### config.mk
export PLATFORM = sky130hd
export DESIGN_NAME = key_bounce_gen_flat
export DESIGN_NICKNAME = d
export VERILOG_FILES = /design/src/rtl/key_bounce_gen_if.sv /design/src/rtl/key_bounce_gen.sv /design/src/flat_wrapper.sv
export SDC_FILE = /design/constraint.sdc
export NUM_CORES = 1
export LEC_CHECK = 0
export CELL_PAD_IN_SITES_DETAIL_PLACEMENT = 0
export CELL_PAD_IN_SITES_GLOBAL_PLACEMENT = 1
export CORE_MARGIN = 2
export CORE_UTILIZATION = 35
export CTS_BUF_LIST = sky130_fd_sc_hd__clkbuf_16
export DETAILED_ROUTE_END_ITERATION = 10
export PLACE_DENSITY = 0.69
export REMOVE_ABC_BUFFERS = 1
export SYNTH_ARGS = -nofsm -noshare
export SYNTH_HDL_FRONTEND = slang
export SYNTH_SLANG_ARGS = --single-unit
### constraint.sdc
create_clock -name clk -period 4.71 [get_ports clk]
set_clock_uncertainty 0.15 [all_clocks]
set_input_delay 0.942 -clock clk [delete_from_list [all_inputs] [get_ports clk]]
set_output_delay 0.942 -clock clk [all_outputs]
set_load 0.03 [all_outputs]
### src/rtl/key_bounce_gen_if.sv
// Request/status bundle of the bouncing-key generator: start request with hold length
// from the controller side, ready/busy/key level/done pulse back from the generator.
interface key_bounce_gen_if;
  logic       start;
  logic [7:0] hold_ticks;
  logic       ready;
  logic       busy;
  logic       key_n;
  logic       done;

  modport master (
    output start, hold_ticks,
    input  ready, busy, key_n, done
  );

  modport slave (
    input  start, hold_ticks,
    output ready, busy, key_n, done
  );
endinterface

### src/rtl/key_bounce_gen.sv
// key_bounce_gen: one active-low key press per accepted start, timed in prescaled ticks.
// Define KEY_BOUNCE_GEN_BOUNCE_EN for LFSR-driven press/release bounce; otherwise a clean press.
module key_bounce_gen #(
  parameter int          TICK_DIV   = 50_000,
  parameter int          BOUNCE_W   = 2,
  parameter int          BOUNCE_CNT = 3,
  parameter logic [15:0] SEED       = 16'hACE1
) (
  input  logic           clk,
  input  logic           rst,
  key_bounce_gen_if.slave bus
);
  localparam int PRE_W = $clog2(TICK_DIV);
  localparam int CNT_W = (BOUNCE_W + 1 > 8) ? BOUNCE_W + 1 : 8;

  typedef enum logic [2:0] {IDLE, PRESS_B, HOLD, REL_B, DONE} state_t;

  state_t           state;
  state_t           state_nxt;
  logic [PRE_W-1:0] pre;
  logic [CNT_W-1:0] seg_cnt;
  logic [CNT_W-1:0] seg_val;
  logic             seg_load;
  logic             accept;
  logic             tick;
  logic             seg_end;
  logic [7:0]       hold_eff;

  if (TICK_DIV < 2 || BOUNCE_CNT < 1 || SEED == 16'h0000) begin : g_param_check
    $error("key_bounce_gen: TICK_DIV >= 2, BOUNCE_CNT >= 1 and a nonzero SEED are required");
  end

  assign accept   = bus.start && (state == IDLE);
  assign tick     = (pre == PRE_W'(TICK_DIV - 1));
  assign seg_end  = tick && (seg_cnt == CNT_W'(1));
  assign hold_eff = (bus.hold_ticks == 8'd0) ? 8'd1 : bus.hold_ticks;

  always_ff @(posedge clk) begin
    if (rst) state <= IDLE;
    else     state <= state_nxt;
  end

`ifdef KEY_BOUNCE_GEN_BOUNCE_EN
  localparam int             IDX_W    = $clog2(2 * BOUNCE_CNT);
  localparam logic [IDX_W-1:0] IDX_LAST = IDX_W'(2 * BOUNCE_CNT - 1);

  logic [15:0]      lfsr;
  logic [IDX_W-1:0] seg_idx;
  logic [7:0]       hold_q;
  logic             lfsr_adv;
  logic             idx_clr;
  logic             idx_inc;
  logic [CNT_W-1:0] rand_len;

  // Length is taken from the current LFSR value; the advance happens on the same load.
  assign rand_len = CNT_W'(lfsr[BOUNCE_W-1:0]) + CNT_W'(1);

  always_comb begin
    state_nxt = state;
    seg_load  = 1'b0;
    seg_val   = rand_len;
    lfsr_adv  = 1'b0;
    idx_clr   = 1'b0;
    idx_inc   = 1'b0;
    bus.ready = 1'b0;
    bus.busy  = 1'b1;
    bus.done  = 1'b0;
    bus.key_n = 1'b1;
    unique case (state)
      IDLE: begin
        bus.ready = 1'b1;
        bus.busy  = 1'b0;
        if (accept) begin
          state_nxt = PRESS_B;
          seg_load  = 1'b1;
          lfsr_adv  = 1'b1;
          idx_clr   = 1'b1;
        end
      end
      PRESS_B: begin
        // Even segment index is a low glitch, odd is the bounce back high.
        bus.key_n = seg_idx[0];
        if (seg_end) begin
          seg_load = 1'b1;
          if (seg_idx == IDX_LAST) begin
            state_nxt = HOLD;
            seg_val   = CNT_W'(hold_q);
          end else begin
            lfsr_adv = 1'b1;
            idx_inc  = 1'b1;
          end
        end
      end
      HOLD: begin
        bus.key_n = 1'b0;
        if (seg_end) begin
          state_nxt = REL_B;
          seg_load  = 1'b1;
          lfsr_adv  = 1'b1;
          idx_clr   = 1'b1;
        end
      end
      REL_B: begin
        bus.key_n = ~seg_idx[0];
        if (seg_end) begin
          if (seg_idx == IDX_LAST) begin
            state_nxt = DONE;
          end else begin
            seg_load = 1'b1;
            lfsr_adv = 1'b1;
            idx_inc  = 1'b1;
          end
        end
      end
      DONE: begin
        bus.done  = 1'b1;
        state_nxt = IDLE;
      end
      default: state_nxt = IDLE;
    endcase
  end

  always_ff @(posedge clk) begin
    if (rst) begin
      lfsr    <= SEED;
      seg_idx <= '0;
      hold_q  <= 8'd1;
    end else begin
      if (lfsr_adv) lfsr <= {lfsr[14:0], lfsr[15] ^ lfsr[13] ^ lfsr[12] ^ lfsr[10]};
      if (idx_clr)      seg_idx <= '0;
      else if (idx_inc) seg_idx <= seg_idx + IDX_W'(1);
      if (accept) hold_q <= hold_eff;
    end
  end
`else
  always_comb begin
    state_nxt = state;
    seg_load  = 1'b0;
    seg_val   = CNT_W'(hold_eff);
    bus.ready = 1'b0;
    bus.busy  = 1'b1;
    bus.done  = 1'b0;
    bus.key_n = 1'b1;
    unique case (state)
      IDLE: begin
        bus.ready = 1'b1;
        bus.busy  = 1'b0;
        if (accept) begin
          state_nxt = HOLD;
          seg_load  = 1'b1;
        end
      end
      HOLD: begin
        bus.key_n = 1'b0;
        if (seg_end) state_nxt = DONE;
      end
      DONE: begin
        bus.done  = 1'b1;
        state_nxt = IDLE;
      end
      default: state_nxt = IDLE;
    endcase
  end
`endif

  // Prescaler is held at zero while idle, so every press starts on a fresh tick boundary.
  always_ff @(posedge clk) begin
    if (rst || state == IDLE) pre <= '0;
    else if (tick)            pre <= '0;
    else                      pre <= pre + PRE_W'(1);
  end

  always_ff @(posedge clk) begin
    if (rst)                            seg_cnt <= '0;
    else if (seg_load)                  seg_cnt <= seg_val;
    else if (tick && seg_cnt != '0)     seg_cnt <= seg_cnt - CNT_W'(1);
  end
endmodule

### src/flat_wrapper.sv
// flat-port wrapper written by rule: the top's interface ports become plain ports
module key_bounce_gen_flat 
#(
  parameter int          TICK_DIV   = 50_000,
  parameter int          BOUNCE_W   = 2,
  parameter int          BOUNCE_CNT = 3,
  parameter logic [15:0] SEED       = 16'hACE1
)
  (clk, rst, bus_start, bus_hold_ticks, bus_ready, bus_busy, bus_key_n, bus_done);
  key_bounce_gen_if bus_i ();
  input  logic clk;
  input  logic rst;
  input wire logic [$bits(bus_i.start)-1:0] bus_start;
  input wire logic [$bits(bus_i.hold_ticks)-1:0] bus_hold_ticks;
  output wire logic [$bits(bus_i.ready)-1:0] bus_ready;
  output wire logic [$bits(bus_i.busy)-1:0] bus_busy;
  output wire logic [$bits(bus_i.key_n)-1:0] bus_key_n;
  output wire logic [$bits(bus_i.done)-1:0] bus_done;
  assign bus_i.start = bus_start;
  assign bus_i.hold_ticks = bus_hold_ticks;
  assign bus_ready = bus_i.ready;
  assign bus_busy = bus_i.busy;
  assign bus_key_n = bus_i.key_n;
  assign bus_done = bus_i.done;
  key_bounce_gen #(.TICK_DIV(TICK_DIV), .BOUNCE_W(BOUNCE_W), .BOUNCE_CNT(BOUNCE_CNT), .SEED(SEED)) u_core (.clk(clk), .rst(rst), .bus(bus_i));
endmodule
# Word-level counts from Yosys, hierarchy flattened
# Index checks and enable logic that the tools add are counted.
# word_totals
reg_bits	27
input_bits	11
output_inout_bits	4
word_cells	33
# classes
addsub	2
eq_ne	6
muxes	12
n_reduce_logical	10
# ops
cell	count
8-bit two-way mux	3
16-bit by 1-bit adder with 16-bit output (second input constant)	1
16-bit equality test (second input constant)	1
8-bit by 1-bit equality test with 1-bit output (second input constant)	1
8-bit logical NOT	1
8-bit nonzero test	1
8-bit by 1-bit subtractor with 8-bit output (second input constant)	1
1-bit two-way mux	6
3-bit two-way mux	2
3-bit case mux with 2 select lines	1
2-bit by 1-bit != test with 1-bit output (second input constant)	2
3-bit by 2-bit equality test with 1-bit output (second input constant)	1
3-bit equality test (second input constant)	1
1-bit logical AND	3
3-bit logical NOT	1
2-bit AND reduction	1
2-bit nonzero test	1
2-bit OR reduction	1
1-bit logical OR	1

# Logic depth before layout (Yosys ltp)
# logic_depth
word_depth	5
depth_mapped	6
mapped_depth_nobuf	6

# Worst setup path after synthesis
# No wires, ideal clock.
# synth_timing
path_type	register to register
start	register u_core.pre[4]
end	register u_core.seg_cnt[5]
t_arrival_ps	2140
required_time_ps	4469
path_slack_ps	2329
path_stages_with_launch	5
cell_sequence	dfxtp_1 > or4b_1 > or4_4 > or4_1 > a311oi_1
# synth_between
elab_chain_len	3
# synth_rtl
element	line_no	source
start: declaration	key_bounce_gen.sv:20	logic [PRE_W-1:0] pre;
start signal: assignment	key_bounce_gen.sv:170	else pre <= pre + PRE_W'(1);
16-bit equality test	key_bounce_gen.sv:34	assign tick = (pre == PRE_W'(TICK_DIV - 1));
1-bit logical AND	key_bounce_gen.sv:176	else if (tick && seg_cnt != '0) seg_cnt <= seg_cnt - CNT_W'(1);
2-bit nonzero test (no line)	n/a	
end signal: assignment	key_bounce_gen.sv:175	else if (seg_load) seg_cnt <= seg_val;
end signal: assignment	key_bounce_gen.sv:176	
end: declaration	key_bounce_gen.sv:21	logic [CNT_W-1:0] seg_cnt;
# No other way between the ends.
# A chain may end at the register's enable or synchronous reset.

# Worst setup path in the final report
# layout_timing
start	register u_core.pre[6]
end	register u_core.seg_cnt[5]
# Same word-level chain as after synthesis.

==> impl_metrics.csv <==
group,metric,value,unit
status,status,"complete, no violations",
drt,via_count,1161,
setup_path,regToRegSetupSlack,2060,ps
logic_synthesis,synth.top_cell.area_share,39.7,%
logic_synthesis,netlist.top_cell.by_area,"dfxtp_1",
grt,antenna_found_initial,0,
finish,num-nets-final,183,
setup_path,crit_slowest_cell,"or4_4",
finish,final_common_cell,"nor2_1",
drt,viasPerCell,5.38,
power,p_int,0.421,mW
sta,fin_ws,2060,ps
clocking,cts-root-buf,"clkbuf_16",
sta,period_minus_slack,2650,ps
setup_path,crit_start,"u_core.pre[6]$_SDFF_PP0_",
sta,relSlewSlack,43.8,%
die,coreArea,0.00363,mm^2
placed_design,dp_slack,2010,ps
grt,grt_max_degree,18,
clocking,cts_made_buffers,3,
die,die_y,65.2,um
clocking,tritoncts,"done",
drt,dr.pass1.iters,4,
drt,drtIter0Drc,54,
sta,setup_viol,0,
logic_synthesis,yosys_warnings,0,
grt,grt_overflow_total,0,
sta,slew_violations,0,
die,floorplan.die_area,0.00425,mm^2
clocking,clk_path_buf_depth,2,
setup_path,worstReg2RegStart,"u_core.pre[6]$_SDFF_PP0_",
hold_path,min_delay_path_depth,2,
grt,grt_pass1_vias,1138,
power,pwr-share-clk,45.8,%
sta,max_clock_freq,378,MHz
drt,drc,0,
setup_path,crit_fanout,13,
finish,final_cell_mix,"29 x nor2_1, 26 x dfxtp_1, 14 x clkdlybuf4s50_1, 10 x nand3_1",
die,die_width,65.2,um
die,start_util,36.1,%
logic_synthesis,syn_area,0.00131,mm^2
power,p_sw,0.119,mW
sta,fin_crit_sh,56.2,%
logic_synthesis,synthCells,154,
placed_design,gp_congestion,0.783,
power,powerDensity,338,mW/mm^2
clocking,postCtsHoldBufs,0,
power,vdd_drop_max,0.118,mV
power,power_frac_seq,43.0,%
setup_path,cp.depth,4,
finish,diodes,0,
drt,wl,2.85,mm
die,rows,22,
drt,ant_nets,0,
power,power_leakage,0.511,nW
power,swShare,22.1,%
drt,wl_per_cell,13.2,um
placed_design,hpwl,2.08,mm
clocking,clk_pin_slew,70,ps
sta,rsz0062_at_grt,"false",
grt,track_usage,14.7,%
sta,tns,0,ps
setup_path,crit_required,4720,ps
finish,syn2layout_area_growth,22.2,%
logic_synthesis,yosysSeqAreaShare,39.7,%
clocking,cts_resized,0,
clocking,htree_levels,1,
setup_path,worst_r2r_path_depth,4,
grt,grt_pass1_wl,4.99,mm
clocking,postCtsSetupBuffers,0,
sta,tightest_slew,836,ps
setup_path,crit_chain,"or4b_1 -> or4_4 -> or4_1 -> a311oi_1",
setup_path,cp-end-kind,"flip-flop",
placed_design,port_buffers,14,
run,cap_violations,0,
sta,final-hold-violation-count,0,
setup_path,reg2reg_to,"u_core.seg_cnt[5]$_SDFFE_PP0P_",
setup_path,cp-endpoint,"u_core.seg_cnt[5]$_SDFFE_PP0P_",
logic_synthesis,ys_ff_latch,26,
clocking,clock-sinks,26,
setup_path,path_delay_family,"simple AND/OR/NAND/NOR gates",
clocking,insertion_delay,260,ps
power,pwr-share-comb,11.1,%
die,io_pins,15,
setup_path,slowest_delay,640,ps
logic_synthesis,synth_cell_types,33,
setup_path,path_buf_inv,0,
logic_synthesis,yosys-top-cells-area,"dfxtp_1 40%, nor2_1 8.3%, xnor2_1 6.0%, a311oi_1 4.7%, nand4_1 4.3%",
setup_path,criticalPathCategory,"reg2reg",
setup_path,cp-start-kind,"flip-flop",
setup_path,crit_arrival,2660,ps
finish,drive_above_1_share,4.76,%
logic_synthesis,avgSynthCellArea,8.51,um^2
hold_path,hold_class,"reg2reg",
-- cell families after synthesis --
logic type | count (synthesis) | synth area share (%)
and+or+nand+nor | 82 | 34.4
DFF | 26 | 39.7
AOI/OAI and AO/OA | 17 | 10.1
xor gates and xnor gates | 13 | 8.69
buffers and inverters | 12 | 3.44
adders and majority gates | 3 | 2.87
muxes | 1 | 0.764
-- sequential cells by signal, indices dropped and copies added (netlist names) --
signal	flops
u_core.pre	16
u_core.seg_cnt	8
u_core.state	2
-- cells in the mapped netlist (all sizes together) --
cell	count
o21bai	1
xor2	4
or4	4
nor2b	1
nand4	9
clkbuf	4
o31ai	2
mux2i	1
o311ai	1
xnor2	9
a311oi	7
nand3	10
inv	8
or4b	2
a31o	1
nand2	4
and3	2
nand3b	3
and4	2
or3b	1
ha	3
o21ai	3
a21oi	1
nor3	3
nand4b	1
a2111o	1
nand2b	1
nor2	29
dfxtp	26
and2	1
nor4	9
-- per-layer routing --
layer / track usage, % / vias up / part of all wire (%) / wire length (um)
li1: - / 599 / - / -
met1: 19.7 / 547 / 51 / 1460
met4: 4.95 / 0 / 0 / 0
met2: 23.5 / 15 / 45 / 1290
met5: 0 / - / 0 / 0
met3: 3.25 / 0 / 3.2 / 92
-- cell type report --
| type | count | area (um^2) |
|---|---|---|
| Multi-Input combinational cell | 116 | 744 |
| Timing Repair Buffer | 14 | 140 |
| Clock buffer | 3 | 75.1 |
| Tap cell | 48 | 60.1 |
| Clock inverter | 1 | 30.0 |
| Inverter | 8 | 30.0 |
| Fill cell | 381 | 2030 |
| Sequential cell | 26 | 520 |
-- worst reg2reg max path, stage by stage, from the launching register on --
cell and delay (ps):
dfxtp_1 440, or4b_1 520, or4_4 640, or4_1 520, a311oi_1 290
-- power groups by stage --
stage	clock network (mW)	logic, mW	registers, mW
floorplan	0	0.0374	0.236
global placement	0	0.0597	0.238
detailed placement	0	0.0605	0.238
CTS	0.252	0.0609	0.233
global route	0.263	0.0672	0.234
finish	0.248	0.0602	0.233
-- worst min path at each step --
stage                                end  slack (ps)                 startpoint
2_1_floorplan   u_core.pre[0]$_SDFF_PP0_         290   u_core.pre[0]$_SDFF_PP0_
3_3_place_gp    u_core.pre[0]$_SDFF_PP0_         310   u_core.pre[0]$_SDFF_PP0_
3_5_place_dp    u_core.pre[0]$_SDFF_PP0_         320   u_core.pre[0]$_SDFF_PP0_
4_1_cts        u_core.pre[15]$_SDFF_PP0_         350  u_core.pre[15]$_SDFF_PP0_
5_1_grt        u_core.pre[15]$_SDFF_PP0_         380  u_core.pre[15]$_SDFF_PP0_
6_report       u_core.pre[15]$_SDFF_PP0_         350  u_core.pre[15]$_SDFF_PP0_
-- stage by stage --
stage / hold slack (ps) / std cells / total power [mW] / area [um^2] / util, %
floorplan: 291 / 150 / 0.274 / 1290 / -
global placement: 309 / 212 / 0.297 / 1500 / 41.2
detailed placement: 323 / 212 / 0.298 / 1500 / 41.2
CTS: 346 / 216 / 0.546 / 1600 / 44.0
global route: 377 / 216 / 0.565 / 1600 / 44.0
finish: 345 / 216 / 0.541 / 1600 / 44.0
No activity file was read; power rests on OpenSTA's default activity.
